$ cat src/rtl/rp_driver.sv
// rp_driver -- static-region initiator for a reconfigurable arithmetic partition.
//
// Takes operand pairs on a valid/ready command interface, drives them to the
// partition's ain/bin ports, waits RP_LATENCY partition edges, captures the
// partition result and offers it on a valid/ready response interface. A
// decouple handshake isolates the partition (held in reset, operands zeroed)
// for partial reconfiguration, and never interrupts an operation in flight.
//
// Parameters:
//   DATA_W      operand / result width
//   RP_LATENCY  partition edges from operands stable to result valid (1..15)
//   CNT_W       width of op_count
//
// Ports:
//   Clk, Reset_n          clock, synchronous active-low reset
//   cmd_valid/cmd_ready   operand pair handshake (cmd_a, cmd_b)
//   rsp_valid/rsp_ready   result handshake (rsp_data)
//   decouple_req/ack      partition isolation request / acknowledge
//   rp_ain, rp_bin        operands to the partition
//   rp_reset_n            partition reset (low while decoupled or in reset)
//   rp_result             result from the partition, sampled only in WAIT
//   busy                  operation in flight (WAIT or RESP)
//   op_count              completed response handshakes, wraps
//   err                   sticky result-check error
//
// Build option:
//   RP_DRIVER_CHECK_EN  when defined, every captured result is compared with
//                       (cmd_a + cmd_b) mod 2^DATA_W and a mismatch sets err.
//                       When undefined, err is tied low.
module rp_driver #(
  parameter int DATA_W     = 32,
  parameter int RP_LATENCY = 1,
  parameter int CNT_W      = 16
) (
  input  logic              Clk,
  input  logic              Reset_n,
  input  logic              cmd_valid,
  output logic              cmd_ready,
  input  logic [DATA_W-1:0] cmd_a,
  input  logic [DATA_W-1:0] cmd_b,
  output logic              rsp_valid,
  input  logic              rsp_ready,
  output logic [DATA_W-1:0] rsp_data,
  input  logic              decouple_req,
  output logic              decouple_ack,
  output logic [DATA_W-1:0] rp_ain,
  output logic [DATA_W-1:0] rp_bin,
  output logic              rp_reset_n,
  input  logic [DATA_W-1:0] rp_result,
  output logic              busy,
  output logic [CNT_W-1:0]  op_count,
  output logic              err
);

  localparam logic [3:0] LAT = 4'(RP_LATENCY);

  typedef enum logic [1:0] {IDLE, WAIT, RESP, DECOUPLED} state_t;

  state_t     state;
  state_t     state_nxt;
  logic [3:0] cnt;
  logic       accept;
  logic       capture;
  logic       rsp_hs;
  logic       dec_enter;

  // ---- state register ----
  always_ff @(posedge Clk) begin
    if (!Reset_n) state <= IDLE;
    else          state <= state_nxt;
  end

  // ---- next-state logic ----
  // A decouple request seen in WAIT/RESP is not acted on there; the operation
  // finishes, returns to IDLE, and IDLE then moves to DECOUPLED because
  // cmd_ready is held low while the request is up.
  always_comb begin
    state_nxt = state;
    case (state)
      IDLE: begin
        if (cmd_valid && !decouple_req) state_nxt = WAIT;
        else if (decouple_req)          state_nxt = DECOUPLED;
      end
      WAIT:      if (cnt == 4'd0)   state_nxt = RESP;
      RESP:      if (rsp_ready)     state_nxt = IDLE;
      DECOUPLED: if (!decouple_req) state_nxt = IDLE;
      default:                      state_nxt = IDLE;
    endcase
  end

  // ---- output / strobe logic ----
  always_comb begin
    cmd_ready = (state == IDLE) && !decouple_req;
    busy      = (state == WAIT) || (state == RESP);
    accept    = cmd_ready && cmd_valid;
    capture   = (state == WAIT) && (cnt == 4'd0);
    rsp_hs    = (state == RESP) && rsp_ready;
    dec_enter = (state != DECOUPLED) && (state_nxt == DECOUPLED);
  end

  // ---- datapath and registered outputs ----
  always_ff @(posedge Clk) begin
    if (!Reset_n) begin
      rp_ain       <= '0;
      rp_bin       <= '0;
      cnt          <= 4'd0;
      rsp_data     <= '0;
      rsp_valid    <= 1'b0;
      op_count     <= '0;
      decouple_ack <= 1'b0;
      rp_reset_n   <= 1'b0;
    end else begin
      if (accept) begin
        rp_ain <= cmd_a;
        rp_bin <= cmd_b;
        cnt    <= LAT;
      end else if (dec_enter) begin
        rp_ain <= '0;
        rp_bin <= '0;
      end

      if ((state == WAIT) && (cnt != 4'd0)) cnt <= cnt - 4'd1;

      if (capture) begin
        rsp_data  <= rp_result;
        rsp_valid <= 1'b1;
      end else if (rsp_hs) begin
        rsp_valid <= 1'b0;
        op_count  <= op_count + CNT_W'(1);
      end

      // Isolation outputs follow the state being entered, so they change on
      // the same edge as the transition into or out of DECOUPLED.
      decouple_ack <= (state_nxt == DECOUPLED);
      rp_reset_n   <= (state_nxt != DECOUPLED);
    end
  end

`ifdef RP_DRIVER_CHECK_EN
  function automatic logic [DATA_W-1:0] wrap_add(input logic [DATA_W-1:0] a,
                                                 input logic [DATA_W-1:0] b);
    return a + b;
  endfunction

  logic [DATA_W-1:0] expected;

  // ---- result checker ----
  always_ff @(posedge Clk) begin
    if (!Reset_n) begin
      expected <= '0;
      err      <= 1'b0;
    end else begin
      if (accept)                             expected <= wrap_add(cmd_a, cmd_b);
      if (capture && (rp_result != expected)) err      <= 1'b1;
    end
  end
`else
  assign err = 1'b0;
`endif

endmodule

$ cat config.mk
export PLATFORM = sky130hd
export DESIGN_NAME = rp_driver
export DESIGN_NICKNAME = d
export VERILOG_FILES = /design/src/rtl/rp_driver.sv
export SDC_FILE = /design/constraint.sdc
export NUM_CORES = 1
export LEC_CHECK = 0
export ABC_AREA = 1
export BUFFER_PORTS_ARGS = -buffer_cell sky130_fd_sc_hd__buf_2
export CORE_MARGIN = 10
export CORE_UTILIZATION = 50
export CTS_CLUSTER_SIZE = 16
export DETAILED_ROUTE_END_ITERATION = 10
export PLACE_DENSITY_LB_ADDON = 0.1
export SYNTH_ARGS = -nofsm -noshare
export SYNTH_HDL_FRONTEND = slang
export SYNTH_SLANG_ARGS = --single-unit
$ cat constraint.sdc
create_clock -name Clk -period 2.9 [get_ports Clk]
set_input_delay 0.145 -clock Clk [delete_from_list [all_inputs] [get_ports Clk]]
set_output_delay 0.145 -clock Clk [all_outputs]
set_load 0.05 [all_outputs]
==> run metrics <==
Clk Latency, worst-skew pair=0.50 ns; cell with the most instances after synthesis=dfxtp_1; met3 Use GR=9.976%; Post-Synthesis Cells=620; DRT Pass-1 Iters=5; Nets=1,028; Arr. time, crit path=2.54 ns; All-Layer GR Usage=23.87%; required time of the critical path=3.26 ns; reg2reg end=rp_bin[27]$_SDFFE_PN0P_; met1 Use GR=25.35%; largest net degree at the start of global routing=66; clk root buf=clkbuf_8; sequential cell area fraction in the yosys report=50.96%; Worst Hold Class=in2reg; I/O pins=219; Peak VDD IR=0.6726 mV; Distinct cells, synth=27; hpwl dp=10.28 mm; Max Freq=458.8 MHz; GRT busiest layer=met2; share of layout cells above drive strength 1=28.51%; fin area=0.007447 mm^2; Min Clock Period, post-route=2.180 ns; Yosys reg bits=121; Post-DP Area=0.005897 mm^2; clock sinks=121; Final setup viols=0; GRT met2 Usage=40.49%; Max Root-Sink Buffers=2; cell area power density=957.6 mW/mm^2; RSZ-0062 raised after global routing=no; Area contributors post-synth=dfxtp_1 (51%), a21oi_1 (12%), nand2_1 (8.4%); Clock Skews=0.009310 ns; Die Ht=117.5 um; R2R setup slack=0.72 ns; P&R area growth vs syn=56.67%; core area=0.009240 mm^2; crit-path max FO=33; synth cell count leaders=dfxtp_1 (121), a21oi_1 (111), nand2_1 (107); max cap viols=0; CTS H-tree lvls=4; setup TNS=0 ns; leakage power=3.400 nW; clock transition at the registers of the reported paths=0.06 ns; cells on worst reg2reg path=10; Synth top area share=50.96%; TritonCTS clock tree=built; Async S/R FF share, synth=0%; initial antenna violation count=4; Iter 0 DRT Violations=467; die width=117.5 um; synthesized cell area=0.004753 mm^2; Synth Flop Type=dfxtp_1; normalized max-slew margin=55.59%; Port Buffers=217; EDFF count, synth=0; Slew @ Worst Pin=0.6651 ns; drt total wl=16.99 mm; Inserted Clock Buffers=17; Worst setup SP type=flop; Avg Cell Area, Syn=7.667 um^2; via/cell ratio=5.040; die area=0.01381 mm^2; Crit. Startpoint=state[1]$_SDFF_PN0_; vias=5,373; largest area contributor in the netlist=dfxtp_1; crit path capture=rp_bin[27]$_SDFFE_PN0P_; fin crit share=75.16%; Final ANT Viol Nets=0; CP Capture Type=flop; FP Rows=35; syn nets=728; grt ovf=0; Post-CTS Resized=0; YS warnings=0; Starting Density=51.44%; first-pass GRT wire length=27.72 mm; post-DR wirelength/cell=15.93 um; number of global-route vias before repair=5,515; Setup CP Type=reg2reg; R2R Path Start=state[1]$_SDFF_PN0_; Fin. Hold Viols=0; placer congestion estimate=0.8364; DRC=0; Hold Path Stages=4; Final Slew Violations=0; status=finished clean
## how the worst min path moves through the flow
stage	startpoint	end	slack, ns
after global routing	cmd_valid	state[1]$_SDFF_PN0_	0.09
after floorplan	Reset_n	rsp_data[0]$_SDFFE_PN0P_	0.28
after global placement	cmd_b[26]	rp_bin[26]$_SDFFE_PN0P_	0.40
after detailed placement	cmd_a[9]	rp_ain[9]$_SDFFE_PN0P_	0.40
after CTS	cmd_valid	state[1]$_SDFF_PN0_	0.06
final	cmd_valid	state[1]$_SDFF_PN0_	0.09
## metrics by stage
stage | setup WS [ns] | hold WS, ns | cells | total power, mW | util, %
2_1_floorplan | 0.7257 | 0.2834 | 620 | 4.332 | -
5_1_grt | 0.4756 | 0.09044 | 1066 | 7.470 | 80.60
6_report | 0.7205 | 0.09131 | 1066 | 7.132 | 80.60
3_3_place_gp | 0.8565 | 0.3988 | 933 | 4.930 | 63.82
4_1_cts | 0.7195 | 0.06170 | 1062 | 7.109 | 80.49
3_5_place_dp | 0.7438 | 0.4027 | 933 | 4.983 | 63.82
## area by class of cell
class / instances / area, um^2
Fill cell: 614 / 1793
Antenna cell: 4 / 10.01
Sequential cell: 121 / 2422
Timing Repair Buffer: 322 / 2130
Clock inverter: 12 / 123.9
Tap cell: 129 / 161.4
Multi-Input combinational cell: 391 / 1903
Clock buffer: 20 / 445.4
Inverter: 67 / 251.5
## logic make-up after synthesis
kind of cell    synth area share (%)
compound gates                 16.69
other cells                  0.07889
fa+ha+maj                      1.843
xor+xnor                      0.5529
simple gates                   20.82
flops                          50.96
buf+inv                        9.055
## metal layers
metal	vias to the layer above	wire length, um
met5	-	0
li1	2647	-
met2	221	8379
met4	0	557
met1	2466	6436
met3	39	1612
## cell usage in the layout, fill, tap and decap left out, drive strengths merged, types with 3 or more instances in the layout
cell,n
clkinvlp,4
clkinv,5
dfxtp,121
xor2,3
dlygate4sd3,97
inv,68
a21oi,112
diode,4
clkbuf,20
buf,225
nand4,7
nand2,108
nor3,5
o21ai,43
nand3,72
nor2,26
ha,7
## critical path, stage by stage (launching register included)
cell and delay (ns):
dfxtp_1 0.34, inv_1 0.13, ha_1 0.23, nand3_2 0.12, nand2_1 0.10, inv_2 0.03, nand2_1 0.13, nand4_4 0.45
buf_12 0.36, nand3_1 0.08, a21oi_1 0.08
## flip-flops by register name (all words and copies together), names as in the netlist
name          flops
cnt               4
decouple_ack      1
op_count         16
rp_ain           32
rp_bin           32
rp_reset_n        1
rsp_data         32
rsp_valid         1
state             2
## timing repair
action                                  CTS  global route
endpoints found under the hold margin    97             0
endpoints found under the setup margin    0             0
hold buffers                             97             0
buffers inserted                          0             0
## report_power, final
group | switching (mW) | internal, mW | leakage [nW] | total (mW)
combinational | 2.22 | 0.726 | 2.14 | 2.95
sequential | 0.174 | 1.99 | 0.985 | 2.17
clock | 0.755 | 1.26 | 0.273 | 2.02
Power figures use the tool's default switching activity.
